## src/rtl/operand_queue_array.sv

```systemverilog
// Generic circular buffer with registered storage and an occupancy count.
// Latency: a word pushed in cycle N is readable on rdata in cycle N+1; no fall-through.
// Backpressure: a push into a full buffer is dropped unless a pop happens in the same cycle.
module fifo #(
    parameter int Width = 8,
    parameter int Depth = 4
) (
    input  logic                       clk_i,
    input  logic                       rst_i,
    input  logic                       flush_i,
    input  logic                       push,
    input  logic [Width-1:0]           wdata,
    input  logic                       pop,
    output logic [Width-1:0]           rdata,
    output logic [$clog2(Depth+1)-1:0] count
);
    localparam int PtrW = (Depth > 1) ? $clog2(Depth) : 1;
    localparam int CntW = $clog2(Depth + 1);
    localparam logic [PtrW-1:0] LastPtr = PtrW'(Depth - 1);
    localparam logic [CntW-1:0] FullCnt = CntW'(Depth);

    logic [Width-1:0] mem [Depth];
    logic [PtrW-1:0]  wptr;
    logic [PtrW-1:0]  rptr;
    logic             full;
    logic             empty;
    logic             do_push;
    logic             do_pop;

    assign full    = (count == FullCnt);
    assign empty   = (count == '0);
    assign do_pop  = pop & ~empty & ~flush_i;
    assign do_push = push & (~full | do_pop) & ~flush_i;
    assign rdata   = mem[rptr];

    // Storage array; contents need no reset because count gates every read.
    always_ff @(posedge clk_i) begin
        if (do_push) begin
            mem[wptr] <= wdata;
        end
    end

    // Pointer and occupancy bookkeeping; flush returns to the empty state.
    always_ff @(posedge clk_i or posedge rst_i) begin
        if (rst_i) begin
            wptr  <= '0;
            rptr  <= '0;
            count <= '0;
        end else if (flush_i) begin
            wptr  <= '0;
            rptr  <= '0;
            count <= '0;
        end else begin
            if (do_push) begin
                wptr <= (wptr == LastPtr) ? '0 : wptr + PtrW'(1);
            end
            if (do_pop) begin
                rptr <= (rptr == LastPtr) ? '0 : rptr + PtrW'(1);
            end
            if (do_push && !do_pop) begin
                count <= count + CntW'(1);
            end else if (do_pop && !do_push) begin
                count <= count - CntW'(1);
            end
        end
    end

    // A push into a full buffer without a same-cycle pop silently loses the word.
    assert property (@(posedge clk_i) disable iff (rst_i || flush_i)
        !(push && full && !pop));

endmodule

// Bank of independent operand queues: per channel a data FIFO, a command FIFO, credits and a beat counter.
// Latency: VRF data written in cycle N appears on operand_o in cycle N+1 when a command is active.
// Backpressure: operand_ready_i stalls the head beat; credits bound outstanding VRF reads to the buffer depth.
module operand_queue_array #(
    parameter int NrQueues     = 4,
    parameter int DataWidth    = 64,
    parameter int DataBufDepth = 4,
    parameter int CmdBufDepth  = 4,
    parameter int CntWidth     = 16
) (
    input  logic                                      clk_i,
    input  logic                                      rst_i,
    input  logic                                      flush_i,
    input  logic [NrQueues*CntWidth-1:0]              cmd_cnt_i,
    input  logic [NrQueues-1:0]                       cmd_valid_i,
    output logic [NrQueues-1:0]                       cmd_ready_o,
    input  logic [NrQueues*DataWidth-1:0]             operand_i,
    input  logic [NrQueues-1:0]                       operand_valid_i,
    input  logic [NrQueues-1:0]                       operand_issued_i,
    output logic [NrQueues-1:0]                       operand_queue_ready_o,
    output logic [NrQueues*DataWidth-1:0]             operand_o,
    output logic [NrQueues-1:0]                       operand_valid_o,
    output logic [NrQueues-1:0]                       operand_last_o,
    input  logic [NrQueues-1:0]                       operand_ready_i,
    output logic [NrQueues*$clog2(DataBufDepth+1)-1:0] occupancy_o
);
    localparam int OccW    = $clog2(DataBufDepth + 1);
    localparam int CmdCntW = $clog2(CmdBufDepth + 1);
    localparam logic [OccW-1:0]     CreditMax = OccW'(DataBufDepth);
    localparam logic [CmdCntW-1:0]  CmdFull   = CmdCntW'(CmdBufDepth);
    localparam logic [CmdCntW-1:0]  CmdOne    = CmdCntW'(1);
    localparam logic [CntWidth-1:0] CntOne    = CntWidth'(1);

    // Idle: no command; Load: head command's count is used directly; Stream: count lives in rem_q.
    typedef enum logic [1:0] {
        Idle   = 2'd0,
        Load   = 2'd1,
        Stream = 2'd2
    } state_e;

    for (genvar q = 0; q < NrQueues; q++) begin : g_ch
        state_e               state_q;
        state_e               state_d;
        logic [CntWidth-1:0]  rem_q;
        logic [CntWidth-1:0]  rem_d;
        logic [CntWidth-1:0]  rem_eff;
        logic [CntWidth-1:0]  cmd_head;
        logic [CmdCntW-1:0]   cmd_count;
        logic [OccW-1:0]      data_count;
        logic [DataWidth-1:0] data_head;
        logic [OccW-1:0]      credit_q;
        logic                 cmd_rdy;
        logic                 cmd_push;
        logic                 cmd_pop;
        logic                 cmd_more;
        logic                 out_vld;
        logic                 beat;
        logic                 issue;

        assign cmd_rdy  = (cmd_count != CmdFull);
        assign cmd_push = cmd_valid_i[q] & cmd_rdy;
        assign cmd_more = (cmd_count > CmdOne);
        assign issue    = operand_issued_i[q];

        fifo #(
            .Width (CntWidth),
            .Depth (CmdBufDepth)
        ) i_cmd_fifo (
            .clk_i   (clk_i),
            .rst_i   (rst_i),
            .flush_i (flush_i),
            .push    (cmd_push),
            .wdata   (cmd_cnt_i[q*CntWidth +: CntWidth]),
            .pop     (cmd_pop),
            .rdata   (cmd_head),
            .count   (cmd_count)
        );

        fifo #(
            .Width (DataWidth),
            .Depth (DataBufDepth)
        ) i_data_fifo (
            .clk_i   (clk_i),
            .rst_i   (rst_i),
            .flush_i (flush_i),
            .push    (operand_valid_i[q]),
            .wdata   (operand_i[q*DataWidth +: DataWidth]),
            .pop     (beat),
            .rdata   (data_head),
            .count   (data_count)
        );

        // In Load the head count is consumed in place so a retiring command hands over without a bubble.
        assign rem_eff = (state_q == Load) ? cmd_head : rem_q;
        assign out_vld = (state_q != Idle) && (rem_eff != '0) && (data_count != '0);
        assign beat    = out_vld & operand_ready_i[q] & ~flush_i;

        // Next-state and beat-count logic; the command is popped on its last beat or at once if empty.
        always_comb begin
            state_d = state_q;
            rem_d   = rem_q;
            cmd_pop = 1'b0;
            case (state_q)
                Idle: begin
                    if (cmd_count != '0) begin
                        state_d = Load;
                    end
                end
                Load: begin
                    if ((cmd_head == '0) || (beat && (cmd_head == CntOne))) begin
                        cmd_pop = 1'b1;
                        rem_d   = '0;
                        state_d = cmd_more ? Load : Idle;
                    end else begin
                        rem_d   = cmd_head - (beat ? CntOne : '0);
                        state_d = Stream;
                    end
                end
                Stream: begin
                    if (beat) begin
                        rem_d = rem_q - CntOne;
                        if (rem_q == CntOne) begin
                            cmd_pop = 1'b1;
                            state_d = cmd_more ? Load : Idle;
                        end
                    end
                end
                default: begin
                    state_d = Idle;
                    rem_d   = '0;
                end
            endcase
        end

        // State, beat counter and credit registers; flush behaves like reset at the edge.
        always_ff @(posedge clk_i or posedge rst_i) begin
            if (rst_i) begin
                state_q  <= Idle;
                rem_q    <= '0;
                credit_q <= CreditMax;
            end else if (flush_i) begin
                state_q  <= Idle;
                rem_q    <= '0;
                credit_q <= CreditMax;
            end else begin
                state_q <= state_d;
                rem_q   <= rem_d;
                if (issue && !beat) begin
                    if (credit_q != '0) begin
                        credit_q <= credit_q - OccW'(1);
                    end
                end else if (beat && !issue) begin
                    if (credit_q != CreditMax) begin
                        credit_q <= credit_q + OccW'(1);
                    end
                end
            end
        end

        // Requester must not issue a read without a free buffer slot.
        assert property (@(posedge clk_i) disable iff (rst_i || flush_i)
            !(issue && (credit_q == '0)));

        // Returning more credits than buffer entries means a beat was never issued.
        assert property (@(posedge clk_i) disable iff (rst_i || flush_i)
            !(beat && !issue && (credit_q == CreditMax)));

        assign cmd_ready_o[q]                       = cmd_rdy;
        assign operand_queue_ready_o[q]             = (credit_q != '0);
        assign operand_valid_o[q]                   = out_vld;
        assign operand_last_o[q]                    = out_vld & (rem_eff == CntOne);
        assign operand_o[q*DataWidth +: DataWidth]  = out_vld ? data_head : '0;
        assign occupancy_o[q*OccW +: OccW]          = data_count;
    end

endmodule

```

## config.mk

```make
export PLATFORM = sky130hd
export DESIGN_NAME = operand_queue_array
export DESIGN_NICKNAME = d
export VERILOG_FILES = /design/src/rtl/operand_queue_array.sv
export SDC_FILE = /design/constraint.sdc
export NUM_CORES = 2
export LEC_CHECK = 0
export ABC_AREA = 0
export BUFFER_PORTS_ARGS = -buffer_cell sky130_fd_sc_hd__buf_2
export CELL_PAD_IN_SITES_DETAIL_PLACEMENT = 1
export CELL_PAD_IN_SITES_GLOBAL_PLACEMENT = 2
export CORE_ASPECT_RATIO = 1.75
export CORE_UTILIZATION = 40
export CTS_CLUSTER_DIAMETER = 100
export DETAILED_ROUTE_END_ITERATION = 16
export PLACE_DENSITY_LB_ADDON = 0.3
export SYNTH_ARGS = -nofsm -noshare
export SYNTH_HDL_FRONTEND = slang
export SYNTH_SLANG_ARGS = --single-unit
export TNS_END_PERCENT = 100
```

## constraint.sdc

```tcl
create_clock -name clk_i -period 5.9 [get_ports clk_i]
set_clock_uncertainty 0.1 [all_clocks]
set_input_delay 0.885 -clock clk_i [delete_from_list [all_inputs] [get_ports clk_i]]
set_output_delay 0.885 -clock clk_i [all_outputs]
set_load 0.02 [all_outputs]
```

# After elaboration in Yosys (flattened, before gate mapping)
# Memory sizes are Yosys's and may differ from the RTL's.
# Cells that the tools add are included.
# word_totals
input_bits	339
ram_bits	1280
mem_count	8
reg_bits	140
wordCells	565
# mem_list
memory	words	width	rd	rd_ports_with_merged_regs	write_ports	line	source
g_ch[0].i_data_fifo.mem	4	64	1	0	1	22	logic [Width-1:0] mem [Depth];
g_ch[1].i_data_fifo.mem	4	64	1	0	1	22	
g_ch[2].i_data_fifo.mem	4	64	1	0	1	22	
g_ch[3].i_data_fifo.mem	4	64	1	0	1	22	
g_ch[0].i_cmd_fifo.mem	4	16	1	0	1	22	
g_ch[1].i_cmd_fifo.mem	4	16	1	0	1	22	
+2 memories	n/a	n/a	n/a	n/a	n/a	n/a	
# classes
n_eq_ne	72
n_bitwise	73
muxes	180
n_reduce_logical	144
add_sub_neg	48
order_cmp	4
# op_table
operator	n
16-bit two-way mux	16
64-bit two-way mux	4
16-bit by 1-bit equality test with 1-bit output (second input constant)	12
16-bit one-hot mux with 3 select lines	4
2-bit two-way mux	68
3-bit two-way mux	44
3-bit nonzero test	28
3-bit != test (second input constant)	24
16-bit zero test	4
16-bit nonzero test	4
16-bit by 1-bit subtractor with 16-bit output	4
16-bit by 1-bit subtractor with 16-bit output (second input constant)	4
1-bit bitwise AND	48
2-bit equality test (second input constant)	20
2-bit nonzero test	20
3-bit by 1-bit adder with 3-bit output (second input constant)	12
1-bit logical AND	36
1-bit two-way mux	36
3-bit by 1-bit subtractor with 3-bit output (second input constant)	12
2-bit by 1-bit adder with 2-bit output (second input constant)	16
3-bit equality test (second input constant)	8
1-bit zero test	24
3-bit zero test	8
2-bit one-hot mux with 3 select lines	4
other kinds (10)	61

# Logic depth before layout (Yosys ltp)
# logic_depth
depth_word	21
depth_mapped	16

# Modules after synthesis
# Synthesis repeated with hierarchy kept, for this count alone.
# hier_totals
hier_cells	3413
hier_area_um2	60130.2
# modules_own_cells
mod	cells_per_inst	n_inst	area_per_inst_um2
fifo at g_ch[0].i_data_fifo ...	395	2	9820.7
fifo at g_ch[1].i_data_fifo ...	392	2	9775.6
operand_queue_array	1255	1	9425.3
fifo at g_ch[1].i_cmd_fifo ...	145	3	2871.5
fifo at g_ch[0].i_cmd_fifo	149	1	2897.8

# Worst setup path before layout
# No wires, ideal clock.
# synth_timing
path_kind	reg-to-reg
startpoint	register g_ch[1].i_cmd_fifo.rptr[0]
endpoint	memory g_ch[1].i_data_fifo.mem[0][0] in the netlist's numbering, enable pin
stages_incl_launch_ff	11
n_path_buf	3
slack_ns	1.475
arrival_time_ns	3.896
cell_sequence	dfrtp_1 -> buf_6 -> buf_12 -> mux4_1 -> nor3_1 -> and3_2 -> o221ai_2 -> buf_2 -> nand2_2 -> a311oi_1 -> and2_1
# synth_via
elab_chain_cells	14
# synth_lines
element	line	source
start, declared	24	logic [PtrW-1:0] rptr;
start signal, assigned	58	rptr <= (rptr == LastPtr) ? '0 : rptr + PtrW'(1);
memory read 4 x 16 bit	n/a	
16-bit two-way mux	167	assign rem_eff = (state_q == Load) ? cmd_head : rem_q;
16-bit nonzero test	168	assign out_vld = (state_q != Idle) && (rem_eff != '0) && (data_count != '0);
1-bit logical AND (2 in a row)	168	
1-bit bitwise AND (2 in a row)	169	assign beat = out_vld & operand_ready_i[q] & ~flush_i;
1-bit bitwise AND (2 in a row)	32	assign do_pop = pop & ~empty & ~flush_i;
1-bit bitwise OR	33	assign do_push = push & (~full | do_pop) & ~flush_i;
1-bit bitwise AND (2 in a row)	33	
1-bit two-way mux	38	if (do_push) begin
1-bit two-way mux (not written as such)	39	mem[wptr] <= wdata;
end, declared	22	
# No other way between the ends.

# Worst setup path in the final report
# layout_timing
startpoint	register g_ch[1].i_cmd_fifo.rptr[0]
endpoint	output operand_o[76]
# layout_via
elab_chain_cells	6
# layout_lines
element	line	source
memory read 4 x 16 bit	n/a	
16-bit two-way mux	167	
16-bit nonzero test	168	
1-bit logical AND (2 in a row)	168	
64-bit two-way mux	245	assign operand_o[q*DataWidth +: DataWidth] = out_vld ? data_head : '0;
end, declared	94	output logic [NrQueues*DataWidth-1:0] operand_o,
# No other way between the ends.

==> flow_results.org <==
** Outcome
- The flow ran to the end, and the final reports show no timing, DRC or antenna violations.

** Placed design
- Sum of net half-perimeters after detailed placement :: 105000 µm
- Buffers added on ports :: 622
- OpenSTA, run right after detailed placement, puts the worst setup slack at 984 ps.
- Routability-driven placement finished with a final weighted congestion of 0.826.

** Clock network
- In this run the deepest clock path goes through 3 buffers.
- Clock slew seen by the registers of the worst setup and hold paths :: 60 ps
- Counting the buffers created by CTS gives 134.
- Skew-Pair Late Insertion Delay :: 770 ps
- Root buf cell :: sky130_fd_sc_hd__clkbuf_16
- CTS saw 1420 sinks.
- # H-tree levels :: 4
- TritonCTS clock tree :: done
- Post-CTS timing repair inserted 0 buffers for setup.

** Synthesis
- The netlist uses 112 different library cells.
- Cell taking the most area after synthesis :: sky130_fd_sc_hd__edfxtp_1
- Of the synthesized area, sequential elements account for 69.9%.
- Area share of the largest cell type after synthesis :: 64.1%
- Number of warning messages in the yosys log :: 0
- Synthesis produced a netlist with a net count of 3875.
- In the synthesized netlist the dominant register cell turns out to be sky130_fd_sc_hd__edfxtp_1.
- Of the total synthesized cell area, the portion taken by XOR and XNOR cells is 1.28%.
- Summing every instance area after synthesis gives 0.0600 mm².
- By count the netlist is led by 1280 x sky130_fd_sc_hd__edfxtp_1, 306 x sky130_fd_sc_hd__mux4_2, 152 x sky130_fd_sc_hd__nor2_1.
- Count of flip-flops with a built-in enable after synthesis :: 1280
- Counting flops with an async set or reset pin after synthesis yields a share of 9.86%.
- Complex-gate fraction of the synthesized area :: 4.31%
- By area, the combinational part of the netlist is dominated by multiplexers.
- Syn Inst Count :: 3442
- The synthesized design contains 1420 register bits.
- Of the post-synthesis cell area, the part taken by muxes is 12.5%.
- Synthesized area per cell :: 17.4 µm²
- In the post-synthesis netlist, the cell with the most instances is sky130_fd_sc_hd__edfxtp_1.
- Simple-gate share of the synthesized area :: 8.08%
- Share of synthesized cell area in full adder, half adder and majority cells :: 2.09%
- By area the synthesized netlist is led by sky130_fd_sc_hd__edfxtp_1 64%, sky130_fd_sc_hd__mux4_2 11%, sky130_fd_sc_hd__dfrtp_1 5.7%.

** Power
- The internal power of the cells totals 18200 µW.
- Net switching is 29.6% of the power.
- The analysis attributes to cell leakage a power of 0.0247 µW.
- Of the total power, combinational logic draws 20.8%.
- Switch Pwr :: 7640 µW
- Clock power frac :: 32.8%
- Cell area power density :: 369 mW/mm²
- Sequential share of power :: 46.4%
- Across the VDD grid, the largest voltage drop is 0.311 mV.

** Final layout
- Count of nets after finishing :: 4549
- Filler instances :: 14300
- Area taken by flip-flops and latches :: 0.0420 mm²
- Utilization of the core after routing :: 47.2%
- Share of layout cells above drive strength 1 :: 30.7%
- Multi-input gate area in the final layout :: 0.0170 mm²
- Layout overhead on the synthesized area :: 16.8%

** GRT
- Overall overflow remaining after global route :: 0
- The first global-routing pass estimated 227000 µm of wire.
- The via count of the first global-routing pass was 36000.
- Maximum number of pins on one net before global-route repair :: 103
- The initial antenna violation count was 66.
- Global routing used 20.0% of the available tracks.

** Setup path
- Among all stages on the critical path, the largest delay is contributed by sky130_fd_sc_hd__dfrtp_1.
- Along the worst path, the maximum fanout reaches 73.
- The worst setup path is launched from a flop.
- Critical Path RT :: 4910 ps
- Reg2Reg Capture Point :: g_ch[1].i_data_fifo.count[2]$_DFFE_PP0P_
- Reg2Reg Setup Slack :: 1190 ps
- In this run the critical register-to-register path is launched from g_ch[1].i_cmd_fifo.rptr[0]$_DFFE_PP0P_.
- Cell count of the worst reg-to-reg path :: 11
- The critical path runs through a total of 7 cells.
- Critical Path Max Stage Delay :: 930 ps
- Data arrival at the endpoint of the critical path :: 4540 ps
- The worst setup path is captured at an output port.
- Walking the worst path, the cells encountered are mux4_1 -> or4_1 -> nor3_4 -> o221ai_4 -> buf_4 -> and3_1 -> buf_2.
- In this design, the largest share of critical-path delay is due to simple AND/OR/NAND/NOR gates.
- Buffering stage count on the worst path with inverters included :: 2
- Setup Crit Path Kind :: reg2out
- The most critical setup path has its endpoint at operand_o[76].
- The most critical setup path has its startpoint at g_ch[1].i_cmd_fifo.rptr[0]$_DFFE_PP0P_.

** Worst hold path
- Worst min-delay path class :: in2async

** Floorplanning
- The floorplan has 187 rows.
- Die span in y :: 514 µm
- Initial core utilization :: 40.4%
- Die area :: 0.152 mm²
- The die is 295 µm wide.
- Area of the placeable core :: 0.149 mm²
- I/O pin count :: 623

** Timing
- The hold violation count in the final report was 0.
- In the final timing run, aggregate negative setup slack is 0 ps.
- Final worst slack :: 373 ps
- Setup violations remaining at the end of the flow were counted as 0.
- Static timing analysis puts the maximum clock frequency at 181 MHz.
- Max-slew violation count :: 0
- Transition time at the pin with the least slew margin :: 1330 ps
- The final critical path takes up 93.7% of the cycle.
- Hold is met by 102 ps.
- Crit path time final :: 5530 ps
- Setup repair after global routing left no endpoint under its margin.
- Worst slew margin relative to its limit :: 10.2%

** Drt
- The first detailed-routing pass ran for 5 iterations.
- Total met3 wirelength after detailed routing :: 10100 µm
- Dividing the detail-routed via count by the number of cells gives 5.35.
- Routed met1 length :: 55300 µm
- Dividing the detail-routed wire length by the instance count gives 24.2 µm.
- 1st-iter DRT viols :: 1637
- Wire length reported by the detailed router :: 151000 µm
- For this run, design rule violations remaining after detail routing come to 0.
- Wire length on met2 :: 81000 µm
- Once detail routing completed, the nets flagged for antenna violations numbered 0.
- The highest layer touched by signal routing is met5.
- Detailed routing inserted a total of 33300 vias.

** Flow run
- Number of max-capacitance violations reported :: 0
==> flip-flops by register name (all words and copies together), names as in the netlist <==
signal                  cells
g_ch.i_cmd_fifo.rptr        8
g_ch.i_data_fifo.count     12
g_ch.i_data_fifo.mem     1024
g_ch.i_data_fifo.rptr       8
g_ch.i_data_fifo.wptr       8
g_ch.i_cmd_fifo.count      12
g_ch.i_cmd_fifo.wptr        8
g_ch.i_cmd_fifo.mem       256
g_ch.credit_q              12
g_ch.rem_q                 64
g_ch.state_q                8
==> power by group through the flow <==
stage / clock network, µW / registers [µW] / logic, µW
finish: 8470 / 12000 / 5370
global route: 9010 / 12100 / 5840
CTS: 8740 / 12000 / 5460
detailed placement: 0 / 12200 / 5430
global placement: 0 / 12200 / 5370
floorplan: 0 / 12000 / 3610
==> repair_timing <==
| action | CTS | global route |
|---|---|---|
| setup endpoints to repair | 0 | 101 |
| hold buffers | 0 | 0 |
| gates resized for setup | 0 | 2 |
==> kinds of logic after synthesis <==
group                    Yosys count
AO/OA/AOI/OAI                    366
XOR/XNOR                          85
adder cells (fa/ha/maj)           96
buffers and inverters            261
flip-flops                      1420
multiplexers                     342
AND/OR/NAND/NOR                  872
==> layout by cell type, fill, tap and decap left out, types with 18 or more instances in the layout <==
cell                        netlist  final
sky130_fd_sc_hd__nor4_1          32     32
sky130_fd_sc_hd__edfxtp_1      1280   1280
sky130_fd_sc_hd__xor2_1          33     33
sky130_fd_sc_hd__or3_1           29     28
sky130_fd_sc_hd__nand3_1         43     43
sky130_fd_sc_hd__and2_1         101     84
sky130_fd_sc_hd__and3_1          76     76
sky130_fd_sc_hd__nand2_1        120    120
sky130_fd_sc_hd__clkbuf_1       115     26
sky130_fd_sc_hd__buf_4           10     70
sky130_fd_sc_hd__clkbuf_16        0    135
sky130_fd_sc_hd__o22ai_1         31     31
sky130_fd_sc_hd__nor3_1          71     71
sky130_fd_sc_hd__mux4_2         306    306
sky130_fd_sc_hd__xnor2_1         50     50
sky130_fd_sc_hd__nor2_1         152    152
sky130_fd_sc_hd__a21oi_1         58     58
sky130_fd_sc_hd__clkinv_2         0     27
sky130_fd_sc_hd__dfrtp_1        136    127
sky130_fd_sc_hd__diode_2          0     30
sky130_fd_sc_hd__o21ai_0         91     91
sky130_fd_sc_hd__or4_1           19     19
sky130_fd_sc_hd__inv_1           93     91
sky130_fd_sc_hd__nor2b_1        132    132
sky130_fd_sc_hd__ha_1            86     86
sky130_fd_sc_hd__clkinv_1         1     21
sky130_fd_sc_hd__buf_2           17    621
sky130_fd_sc_hd__a22o_1          19     19
sky130_fd_sc_hd__and2_2           1     18
==> cell type report <==
cell class	instances	area share, %
Timing Repair Buffer	704	5.56
Tap cell	1984	3.54
Antenna cell	30	0.107
Sequential cell	1420	59.9
Multi-Input combinational cell	1761	24.2
Clock buffer	161	4.96
Clock inverter	80	1.19
Inverter	95	0.516
==> worst min-delay path by stage <==
stage,depth (start not counted),to,slack (ps)
after floorplan,1,g_ch[3].rem_q[15]$_DFFE_PP0P_,340
after global placement,1,g_ch[3].rem_q[15]$_DFFE_PP0P_,350
after detailed placement,1,g_ch[3].rem_q[15]$_DFFE_PP0P_,380
after CTS,2,g_ch[0].i_data_fifo.rptr[0]$_DFFE_PP0P_,60
after global routing,2,g_ch[0].i_data_fifo.rptr[0]$_DFFE_PP0P_,110
final,2,g_ch[0].i_data_fifo.rptr[0]$_DFFE_PP0P_,100
==> layer usage <==
layer,global-route usage (%),vias up
li1,-,15000
met1,22.1,17100
met2,36.3,866
met3,5.64,288
met4,7.01,62
met5,0,-
==> stage by stage <==
step,total power (µW),std cells,instance area [µm²]
after global placement,17600,5964,65700
after CTS,26200,6205,70000
after floorplan,15700,3442,60000
final,25800,6235,70100
after global routing,26900,6213,70000
after detailed placement,17700,5964,65700
Power figures use the tool's default switching activity.
